**src/rtl/inst_loader.sv**
```systemverilog
// inst_loader: host program loader for the 64 x 16-bit instruction memory.
// Takes a byte stream (length byte, then big-endian word pairs), writes the
// words to consecutive addresses from 0 with the core held, then releases
// the core with a one-cycle restart pulse.
// Optional feature macro: LOADER_CHECKSUM_EN adds a trailing XOR checksum byte.
module inst_loader #(
    parameter int ADDR_W = 6,
    parameter int DATA_W = 16
) (
    input  logic              i_clk,
    input  logic              i_rst,
    input  logic              i_load_req,
    input  logic [7:0]        i_in_data,
    input  logic              i_in_valid,
    output logic              o_in_ready,
    output logic              o_wr_en,
    output logic [ADDR_W-1:0] o_wr_addr,
    output logic [DATA_W-1:0] o_wr_data,
    output logic              o_core_hold,
    output logic              o_core_restart,
    output logic              o_busy,
    output logic              o_done,
    output logic              o_error,
    output logic [ADDR_W:0]   o_word_count
);

    typedef enum logic [2:0] {
        S_IDLE,
        S_LEN,
        S_HI,
        S_LO,
        S_WRITE,
`ifdef LOADER_CHECKSUM_EN
        S_CHK,
`endif
        S_RELEASE
    } state_t;

    state_t            r_state;
    state_t            w_next;
    logic              w_in_ready;
    logic [ADDR_W:0]   r_n;        // words in this session, 1..64
    logic [ADDR_W:0]   w_wc_inc;
    logic              w_xfer;
    logic              w_len_ok;
    logic              w_last;
`ifdef LOADER_CHECKSUM_EN
    logic [7:0]        r_csum;     // running XOR of length and data bytes
`endif

    assign w_xfer     = i_in_valid & w_in_ready;
    assign w_len_ok   = (i_in_data[7:6] == 2'b00);
    assign w_wc_inc   = o_word_count + (ADDR_W+1)'(1);
    assign w_last     = (w_wc_inc == r_n);
    assign o_in_ready = w_in_ready;

    // State register.
    always_ff @(posedge i_clk) begin
        if (i_rst) r_state <= S_IDLE;
        else       r_state <= w_next;
    end

    // Next-state decode; in_ready is the only combinational output.
    always_comb begin
        w_next     = r_state;
        w_in_ready = 1'b0;
        case (r_state)
            S_IDLE:  if (i_load_req) w_next = S_LEN;
            S_LEN: begin
                w_in_ready = 1'b1;
                if (w_xfer) w_next = w_len_ok ? S_HI : S_IDLE;
            end
            S_HI: begin
                w_in_ready = 1'b1;
                if (w_xfer) w_next = S_LO;
            end
            S_LO: begin
                w_in_ready = 1'b1;
                if (w_xfer) w_next = S_WRITE;
            end
`ifdef LOADER_CHECKSUM_EN
            S_WRITE: w_next = w_last ? S_CHK : S_HI;
            S_CHK: begin
                w_in_ready = 1'b1;
                if (w_xfer) w_next = (i_in_data == r_csum) ? S_RELEASE : S_IDLE;
            end
`else
            S_WRITE: w_next = w_last ? S_RELEASE : S_HI;
`endif
            S_RELEASE: w_next = S_IDLE;
            default:   w_next = S_IDLE;
        endcase
    end

    // Registered outputs and session bookkeeping.
    always_ff @(posedge i_clk) begin
        if (i_rst) begin
            o_wr_en        <= 1'b0;
            o_wr_addr      <= '0;
            o_wr_data      <= '0;
            o_core_hold    <= 1'b1;
            o_core_restart <= 1'b0;
            o_busy         <= 1'b0;
            o_done         <= 1'b0;
            o_error        <= 1'b0;
            o_word_count   <= '0;
            r_n            <= '0;
`ifdef LOADER_CHECKSUM_EN
            r_csum         <= '0;
`endif
        end else begin
            o_wr_en        <= 1'b0;
            o_core_restart <= 1'b0;
            // busy tracks the state the FSM is entering, so it equals state != IDLE
            o_busy         <= (w_next != S_IDLE);
            case (r_state)
                S_IDLE: if (i_load_req) begin
                    o_core_hold  <= 1'b1;
                    o_done       <= 1'b0;
                    o_error      <= 1'b0;
                    o_word_count <= '0;
                end
                S_LEN: if (w_xfer) begin
                    // a zero length field encodes a full 64-word load
                    r_n <= (i_in_data[5:0] == 6'd0) ? (ADDR_W+1)'(64)
                                                    : (ADDR_W+1)'(i_in_data[5:0]);
                    if (!w_len_ok) o_error <= 1'b1;
`ifdef LOADER_CHECKSUM_EN
                    r_csum <= i_in_data;
`endif
                end
                S_HI: if (w_xfer) begin
                    o_wr_data[15:8] <= i_in_data;
`ifdef LOADER_CHECKSUM_EN
                    r_csum <= r_csum ^ i_in_data;
`endif
                end
                S_LO: if (w_xfer) begin
                    o_wr_data[7:0] <= i_in_data;
                    o_wr_en        <= 1'b1;
                    o_wr_addr      <= o_word_count[ADDR_W-1:0];
`ifdef LOADER_CHECKSUM_EN
                    r_csum <= r_csum ^ i_in_data;
`endif
                end
                S_WRITE: o_word_count <= w_wc_inc;
`ifdef LOADER_CHECKSUM_EN
                S_CHK: if (w_xfer && (i_in_data != r_csum)) o_error <= 1'b1;
`endif
                S_RELEASE: begin
                    o_core_restart <= 1'b1;
                    o_core_hold    <= 1'b0;
                    o_done         <= 1'b1;
                end
                default: ;
            endcase
        end
    end

endmodule

```
**config.mk**
```make
export PLATFORM = sky130hd
export DESIGN_NAME = inst_loader
export DESIGN_NICKNAME = d
export VERILOG_FILES = /design/src/rtl/inst_loader.sv
export SDC_FILE = /design/constraint.sdc
export NUM_CORES = 1
export LEC_CHECK = 0
export BUFFER_PORTS_ARGS = -buffer_cell sky130_fd_sc_hd__buf_2
export CAP_MARGIN = 20
export CORE_MARGIN = 1
export CORE_UTILIZATION = 30
export DETAILED_ROUTE_END_ITERATION = 8
export GPL_ROUTABILITY_DRIVEN = 0
export PLACE_DENSITY = 0.52
export SKIP_LAST_GASP = 1
export SLEW_MARGIN = 20
export SYNTH_ARGS = -nofsm -noshare
export SYNTH_HDL_FRONTEND = slang
export SYNTH_SLANG_ARGS = --single-unit
```
**constraint.sdc**
```tcl
create_clock -name i_clk -period 2.48 [get_ports i_clk]
set_clock_uncertainty 0.2 [all_clocks]
set_input_delay 0.124 -clock i_clk [delete_from_list [all_inputs] [get_ports i_clk]]
set_output_delay 0.124 -clock i_clk [all_outputs]
set_load 0.03 [all_outputs]
```
After elaboration in Yosys (flattened, before gate mapping):

Index checks and enable logic that the tools add are counted.

* reduce and logical (&&, ||, !) cells: 15
* add/subtract/negate cells: 1
* eq/ne operators: 9
* order comparisons: 0
* multipliers: 0
* multiplexer cells: 20
* shift operators: 0
* bitwise gates (word level): 2
* divide/modulo/power cells: 0

Operators by type and width (count)
* two-way mux 3 bit: 5
* case mux 3 bit (5 select lines): 1
* two-way mux 7 bit: 2
* case mux 7 bit (2 select lines): 1
* AND reduction 2 bit: 5
* adder 7 x 1 -> 7 bit (second input constant): 1
* == test 7 bit: 1
* two-way mux 1 bit: 7
* == test 3 x 2 -> 1 bit (second input constant): 2
* == test 3 bit (second input constant): 2
* logical NOT 6 bit: 1
* inequality test 2 bit (second input constant): 3
* case mux 1 bit (2 select lines): 3
* nonzero test 2 bit: 3
* AND reduction 4 bit: 1
* == test 3 x 1 -> 1 bit (second input constant): 1
* logical NOT 3 bit: 1
* nonzero test 3 bit: 1
* OR reduction 3 bit: 1
* logical NOT 2 bit: 1
* two-way mux 2 bit: 1
* OR reduction 2 bit: 1
* bitwise AND 1 bit: 1
* NOT 1 bit: 1

* bits in registers: 45
* latch bits: 0
* word-level logic and storage cells: 59
* RAM bits: 0
* output and inout port bits: 36
* memories: 0
* memory bits (read-only): 0
* input bits: 12

Longest topological paths before layout:

Gate-level depths: netlist of run 1.

* depth after elaboration: 7
* gate-level depth with buffers: 7
* gate-level depth less buffers: 6

Worst setup path after synthesis of run 1:

OpenSTA, ideal clock, no wires.

* kind: register to register
* start point: register o_word_count[0]
* end point: register r_state[1]
* library setup time: 0.122 ns
* path buffers: 0
* setup slack: 0.382 ns
* period minus slack after synthesis: 2.098 ns
* required time: 2.158 ns
* stages on the path, launching flop included: 7
* data arrival time: 1.776 ns
* path through: dfxtp_1 > ha_1 > and3_1 > nand3_2 > xnor2_2 > nand3_1 > o311a_1

* cells in the longest elaborated chain, start to end: 4

RTL lines
* from (decl): RTL line 24 `output logic [ADDR_W:0] o_word_count`
* from (signal assigned): RTL line 146 `S_WRITE: o_word_count <= w_wc_inc;`
* adder 7 x 1 -> 7 bit: RTL line 53 `assign w_wc_inc = o_word_count + (ADDR_W+1)'(1);`
* == test 7 bit: RTL line 54 `assign w_last = (w_wc_inc == r_n);`
* two-way mux 3 bit: RTL line 88 `S_WRITE: w_next = w_last ? S_RELEASE : S_HI;`
* case mux 3 bit (5 select lines): RTL line 67 `case (r_state)`
* to (signal assigned): RTL line 60 `else r_state <= w_next;`
* to (decl): RTL line 39 `state_t r_state;`

Every way passes these cells.
A chain may end at the register's enable or synchronous reset.

Worst setup path in the final report of run 1:

Ends and elaborated chain as after synthesis.

==> results of run 1 <==
[cell usage in the layout, fill, tap and decap left out, types with 4 or more instances in the layout]
cell / n
and3_1: 5
dlygate4sd3_1: 9
nor3_1: 5
xnor2_1: 6
buf_2: 47
nand2_1: 55
dfxtp_1: 45
nor2_1: 14
a21oi_1: 35
o21ai_0: 8
buf_4: 6
a31oi_1: 4
inv_1: 4
nand3_1: 10
clkbuf_8: 5
[routing by layer]
layer / up-vias / global-route usage (%)
li1: 926 / -
met1: 828 / 19.6
met2: 40 / 23.8
met3: 6 / 3.58
met4: 0 / 3.76
met5: - / 0
[logic make-up (layout without fill, tap and decap cells)]
| kind of cell | after synthesis | after routing | share of synthesized area (%) |
|---|---|---|---|
| fa+ha+maj | 1 | 1 | 0.638 |
| flops | 45 | 45 | 46.0 |
| xor+xnor | 9 | 9 | 4.79 |
| compound gates | 60 | 60 | 17.6 |
| simple gates | 103 | 103 | 24.5 |
| buf+inv | 20 | 74 | 5.87 |
| mux | 1 | 1 | 0.575 |
[sequential cells by signal (all words and copies together) (netlist names)]
signal and cells:
o_word_count 7, o_core_hold 1, r_state 3, r_n 7
o_wr_en 1, o_done 1, o_wr_data 16, o_busy 1
o_wr_addr 6, o_error 1, o_core_restart 1
[worst min-delay path by stage]
stage / start / endpoint / slack, ns / cells past startpoint
finish: i_load_req / o_error$_SDFFE_PP0P_ / 0.03 / 3
global route: i_load_req / o_error$_SDFFE_PP0P_ / 0.04 / 3
CTS: i_load_req / o_error$_SDFFE_PP0P_ / 0.03 / 3
detailed placement: i_in_data[7] / o_wr_data[15]$_SDFFE_PP0P_ / 0.20 / 3
global placement: i_in_data[7] / o_wr_data[15]$_SDFFE_PP0P_ / 0.19 / 3
floorplan: i_rst / o_wr_en$_SDFF_PP0_ / 0.009 / 1
[power breakdown]
group / total, W / switching (W) / internal (W)
clock network: 0.000474 / 0.000270 / 0.000204
logic: 0.000117 / 0.0000704 / 0.0000470
registers: 0.000744 / 0.0000118 / 0.000732
total: 0.00134 / 0.000353 / 0.000983
[worst max-delay path: stages (launching register included)]
cell and delay, ns:
dfxtp_1 0.46, ha_1 0.29, and3_1 0.21, nand3_2 0.12, xnor2_2 0.17, nand3_1 0.12
o311a_1 0.35
[stage by stage]
stage,total power (W),hold WS (ns)
floorplan,0.000832,0.00932
global placement,0.000869,0.192
detailed placement,0.000868,0.197
CTS,0.00136,0.0286
global route,0.00141,0.0379
finish,0.00134,0.0341
[layout make-up]
class | instances | share of cell area (%)
timing repair buffer | 62 | 15.3
inverter | 4 | 0.620
clock buffer | 5 | 2.84
multi-input combinational | 174 | 39.0
tap | 77 | 3.98
clock inverter | 3 | 1.03
sequential | 45 | 37.2
==> impl_metrics.yaml, run 1 <==
floorplan:
  initial_core_util_pct: 31.0
  dieArea_um2: 6860
  io_pins: 48
  chipHeight_um: 82.8
  design.core.area_um2: 6310
  die_x_um: 82.8
  rows: 29
timing:
  fmax_ghz: 0.488
  tightest_slew_ns: 0.634
  fin_ws_ns: 0.431
  setup-tns-final_ns: 0
  setup_violations: 0
  finalHoldViolations: 0
  maxSlewHeadroom_pct: 57.6
  finalCriticalPeriod_ns: 2.05
  finalCritPeriodShare_pct: 82.6
  rsz0062_at_grt: "no"
  final-max-slew-violation-count: 0
logic_synthesis:
  ys_async_sr_fraction_pct: 0
  ys_warn_count: 0
  avgSynthCellArea_um2: 8.20
  ys_types: 41
  ys_seq_elements: 45
  synth.most_common_cell: "nand2_1"
  yosysTopAreaCell: "dfxtp_1"
  ys_seq_area_share_pct: 46.0
  synth_edf_count: 0
  syn_inst: 239
  synth.top_cells.by_area: "dfxtp_1 (46%), nand2_1 (11%), a21oi_1 (8.9%), nor2_1 (2.7%), xnor2_1 (2.7%)"
  mappedNetlistArea_um2: 1960
  ys.flop_type: "dfxtp_1"
  synth_common_cells: "nand2_1 (55), dfxtp_1 (45), a21oi_1 (35), nor2_1 (14), nand3_1 (10)"
  synth_nets: 252
  synth_top_area_share_pct: 46.0
grt:
  grt.overflow.total: 0
  grt_pass1_wl_um: 8150
  grt_max_degree: 40
  antenna_found_initial: 0
  grt_pass1_vias: 1665
  track_usage_pct: 14.7
setup_path:
  crit_arrival_ns: 2.03
  r2r_start: "o_word_count[0]$_SDFFE_PP0P_"
  crit_type: "flop to flop"
  critPathLaunchType: "flop"
  cp-end-kind: "flop"
  crit_path_start: "o_word_count[0]$_SDFFE_PP0P_"
  critPathMaxFanout: 8
  reg2reg_depth: 6
  critPathRequiredTime_ns: 2.46
  r2r-end: "r_state[1]$_SDFF_PP0_"
  endpoint: "r_state[1]$_SDFF_PP0_"
  r2r_slack_ns: 0.43
clocking:
  htree_levels: 2
  post_cts_resized: 0
  postCtsSetupBuffers: 0
  root_buffer: "clkbuf_8"
  clock_latency_ns: 0.31
  clkSlewWorstSetupHoldPaths_ns: 0.09
  clk_path_buf_depth: 2
  cts_tree: "built"
  cts_made_buffers: 5
  postCtsHoldBufs: 9
  cts_num_sinks: 45
status:
  status: "finished, final reports clean"
routing:
  wl_per_cell_um: 13.2
  vias: 1800
  routed_wl_um: 4890
  wl_met3_um: 195
  highest_layer: "met4"
  via_per_inst: 4.86
  first_pass_iters: 4
  drt_iter0_markers: 93
  drc: 0
  drt-met1-wl_um: 2400
  final_antenna_net_count: 0
  wl_met2_um: 2240
placed_design:
  dp_hpwl_um: 3450
  placed_area_um2: 2240
  dp_cells: 353
  port-buffer-count: 47
  pre_cts_slack_ns: 0.466
cells_and_area:
  nFillCells: 687
  multi_input_area_um2: 943
  finalNetCount: 305
  layout.cells.non_filler: 370
  fin_area_um2: 2420
  num_antenna_cells: 0
  final-seq-area_um2: 901
  areaGrowthSynthToFinish_pct: 23.5
  drive_gt1_share_pct: 24.6
  post-route-util_pct: 38.3
power:
  vdd_drop_max_uv: 240
  leakagePower_nw: 0.981
  p_per_area_nw_per_um2: 552
job:
  max-cap-violations: 0
min_path:
  hold_path_class: "input port to flop"
(Power assumes the default switching activity.)
==> run 2: changes to the inputs <==
- clock period: 2.48 -> 2 ns (I/O delays scaled with it)
==> run 2 against run 1 <==
Effect of this change:
- wire length increased by 0.18%
- hold slack gained 0.014 ns
- maximum frequency rose by 9.4%
- largest power group unchanged
- die area is the same
- non-clock buffer count is 8 higher
==> impl_metrics.yaml, run 2 (same netlist as run 1, synthesis figures left out) <==
status:
  status: "finished, final reports clean"
setup_path:
  crit_slowest_cell: "dfxtp_2"
  cp_slowest_stage_delay_ns: 0.37
  critical_path.most_common_cell: "nand3_2"
  crit_buf_inv: 0
  crit_type: "flop to flop"
  cp-end-kind: "flop"
  path_delay_family: "simple AND/OR/NAND/NOR gates"
  critPathLaunchType: "flop"
  path_cells: "ha_2 -> and3_1 -> nand3_2 -> xnor2_2 -> nand3_2 -> o311a_1"
  critPathMaxFanout: 6
  critPathRequiredTime_ns: 1.99
  crit_arrival_ns: 1.87
grt:
  antenna_found_initial: 0
  grt_pass1_vias: 1652
  grt.overflow.total: 0
  track_usage_pct: 14.9
  grt_max_degree: 26
  grt_pass1_wl_um: 8220
floorplan:
  chipHeight_um: 82.8
  rows: 29
  design.core.area_um2: 6310
  io_pins: 48
  die_x_um: 82.8
  initial_core_util_pct: 31.0
  dieArea_um2: 6860
placed_design:
  port-buffer-count: 47
  placed_area_um2: 2290
  dp_hpwl_um: 3550
cells_and_area:
  fin_area_um2: 2510
  num_antenna_cells: 0
  finalNetCount: 313
  nFillCells: 680
  mostFrequentLayoutCells: "nand2_1 (55), buf_2 (47), dfxtp_1 (43)"
  largest_register: "o_wr_data"
  drive_gt1_share_pct: 27.6
  largest_reg_flops: 16
  multi_input_area_um2: 951
  reg.largest.list: "o_wr_data (16), o_word_count (7), r_n (7)"
  areaGrowthSynthToFinish_pct: 28.4
  final-seq-area_um2: 903
  final_common_cell: "nand2_1"
timing:
  maxSlewHeadroom_pct: 61.0
  rsz0062_at_grt: "no"
  finalHoldViolations: 0
  fmax_ghz: 0.534
  finalCriticalPeriod_ns: 1.87
  final-max-slew-violation-count: 0
  setup_violations: 0
  setup-tns-final_ns: 0
  tightest_slew_ns: 0.579
  finalCritPeriodShare_pct: 93.6
clocking:
  root_buffer: "clkbuf_8"
  clock_latency_ns: 0.31
  postCtsSetupBuffers: 0
  cts_made_buffers: 5
  cts_num_sinks: 45
  htree_levels: 2
  clkSlewWorstSetupHoldPaths_ns: 0.10
  clk_path_buf_depth: 2
  cts_tree: "built"
routing:
  wl_met3_um: 201
  wl_per_cell_um: 12.9
  highest_layer: "met4"
  first_pass_iters: 4
  final_antenna_net_count: 0
  drc: 0
  vias: 1832
  wl_met2_um: 2180
  drt-met1-wl_um: 2430
  routed_wl_um: 4900
  drt_iter0_markers: 99
  via_per_inst: 4.85
min_path:
  hold_path_class: "input port to flop"
power:
  leakagePower_nw: 1.04
  vdd_drop_max_uv: 275
  p_per_area_nw_per_um2: 714
job:
  max-cap-violations: 0
[run 2: worst register-to-register path: stages, from the launching register on]
cell and delay, ns:
dfxtp_2 0.37, ha_2 0.22, and3_1 0.20, nand3_2 0.12
xnor2_2 0.20, nand3_2 0.11, o311a_1 0.33
[run 2: worst paths after layout]
path | start | slack (ns) | depth (start not counted) | endpoint
worst max-delay path | o_word_count[1]$_SDFFE_PP0P_ | 0.13 | 6 | r_state[1]$_SDFF_PP0_
worst min-delay path | i_in_valid | 0.05 | 4 | r_state[0]$_SDFF_PP0_
worst max register to register | o_word_count[1]$_SDFFE_PP0P_ | 0.13 | 6 | r_state[1]$_SDFF_PP0_
worst min register to register | o_done$_SDFFE_PP0P_ | 0.26 | 1 | o_done$_SDFFE_PP0P_
[run 2: timing repair]
item,in CTS,in global routing
endpoints found under the hold margin,36,0
hold buffers,10,0
resized for setup,0,2
setup endpoints to repair,0,1
[run 2: per-layer routing]
metal / GRT usage [%] / vias to the layer above
met2: 22.8 / 46
met1: 20.5 / 841
met4: 5.64 / 0
li1: - / 938
met3: 2.98 / 7
met5: 0 / -
[run 2: power breakdown]
group	internal, W	total (W)	switching [W]
clock network	0.000381	0.000724	0.000342
logic	0.0000616	0.000150	0.0000882
registers	0.000908	0.000922	0.0000142
[run 2: metrics by stage]
| step | cells | total power (W) | worst slack (ns) | util [%] | hold WS (ns) |
|---|---|---|---|---|---|
| after floorplan | 239 | 0.00103 | 0.0683 | - | -0.0147 |
| after global placement | 360 | 0.00108 | 0.159 | 36.3 | 0.168 |
| after detailed placement | 360 | 0.00108 | 0.126 | 36.3 | 0.171 |
| after CTS | 378 | 0.00182 | 0.0916 | 39.7 | 0.0315 |
| after global routing | 378 | 0.00188 | 0.00314 | 39.8 | 0.0403 |
| final | 378 | 0.00180 | 0.127 | 39.8 | 0.0486 |
[run 2: final cells by class]
class                   instances  share of cell area [%]
inverters                       4                   0.597
clock inverters                 3                    1.89
repair buffers                 70                    17.2
flip-flops and latches         45                    35.9
multi-input cells             174                    37.8
clock buffers                   5                    2.74
well taps                      77                    3.83
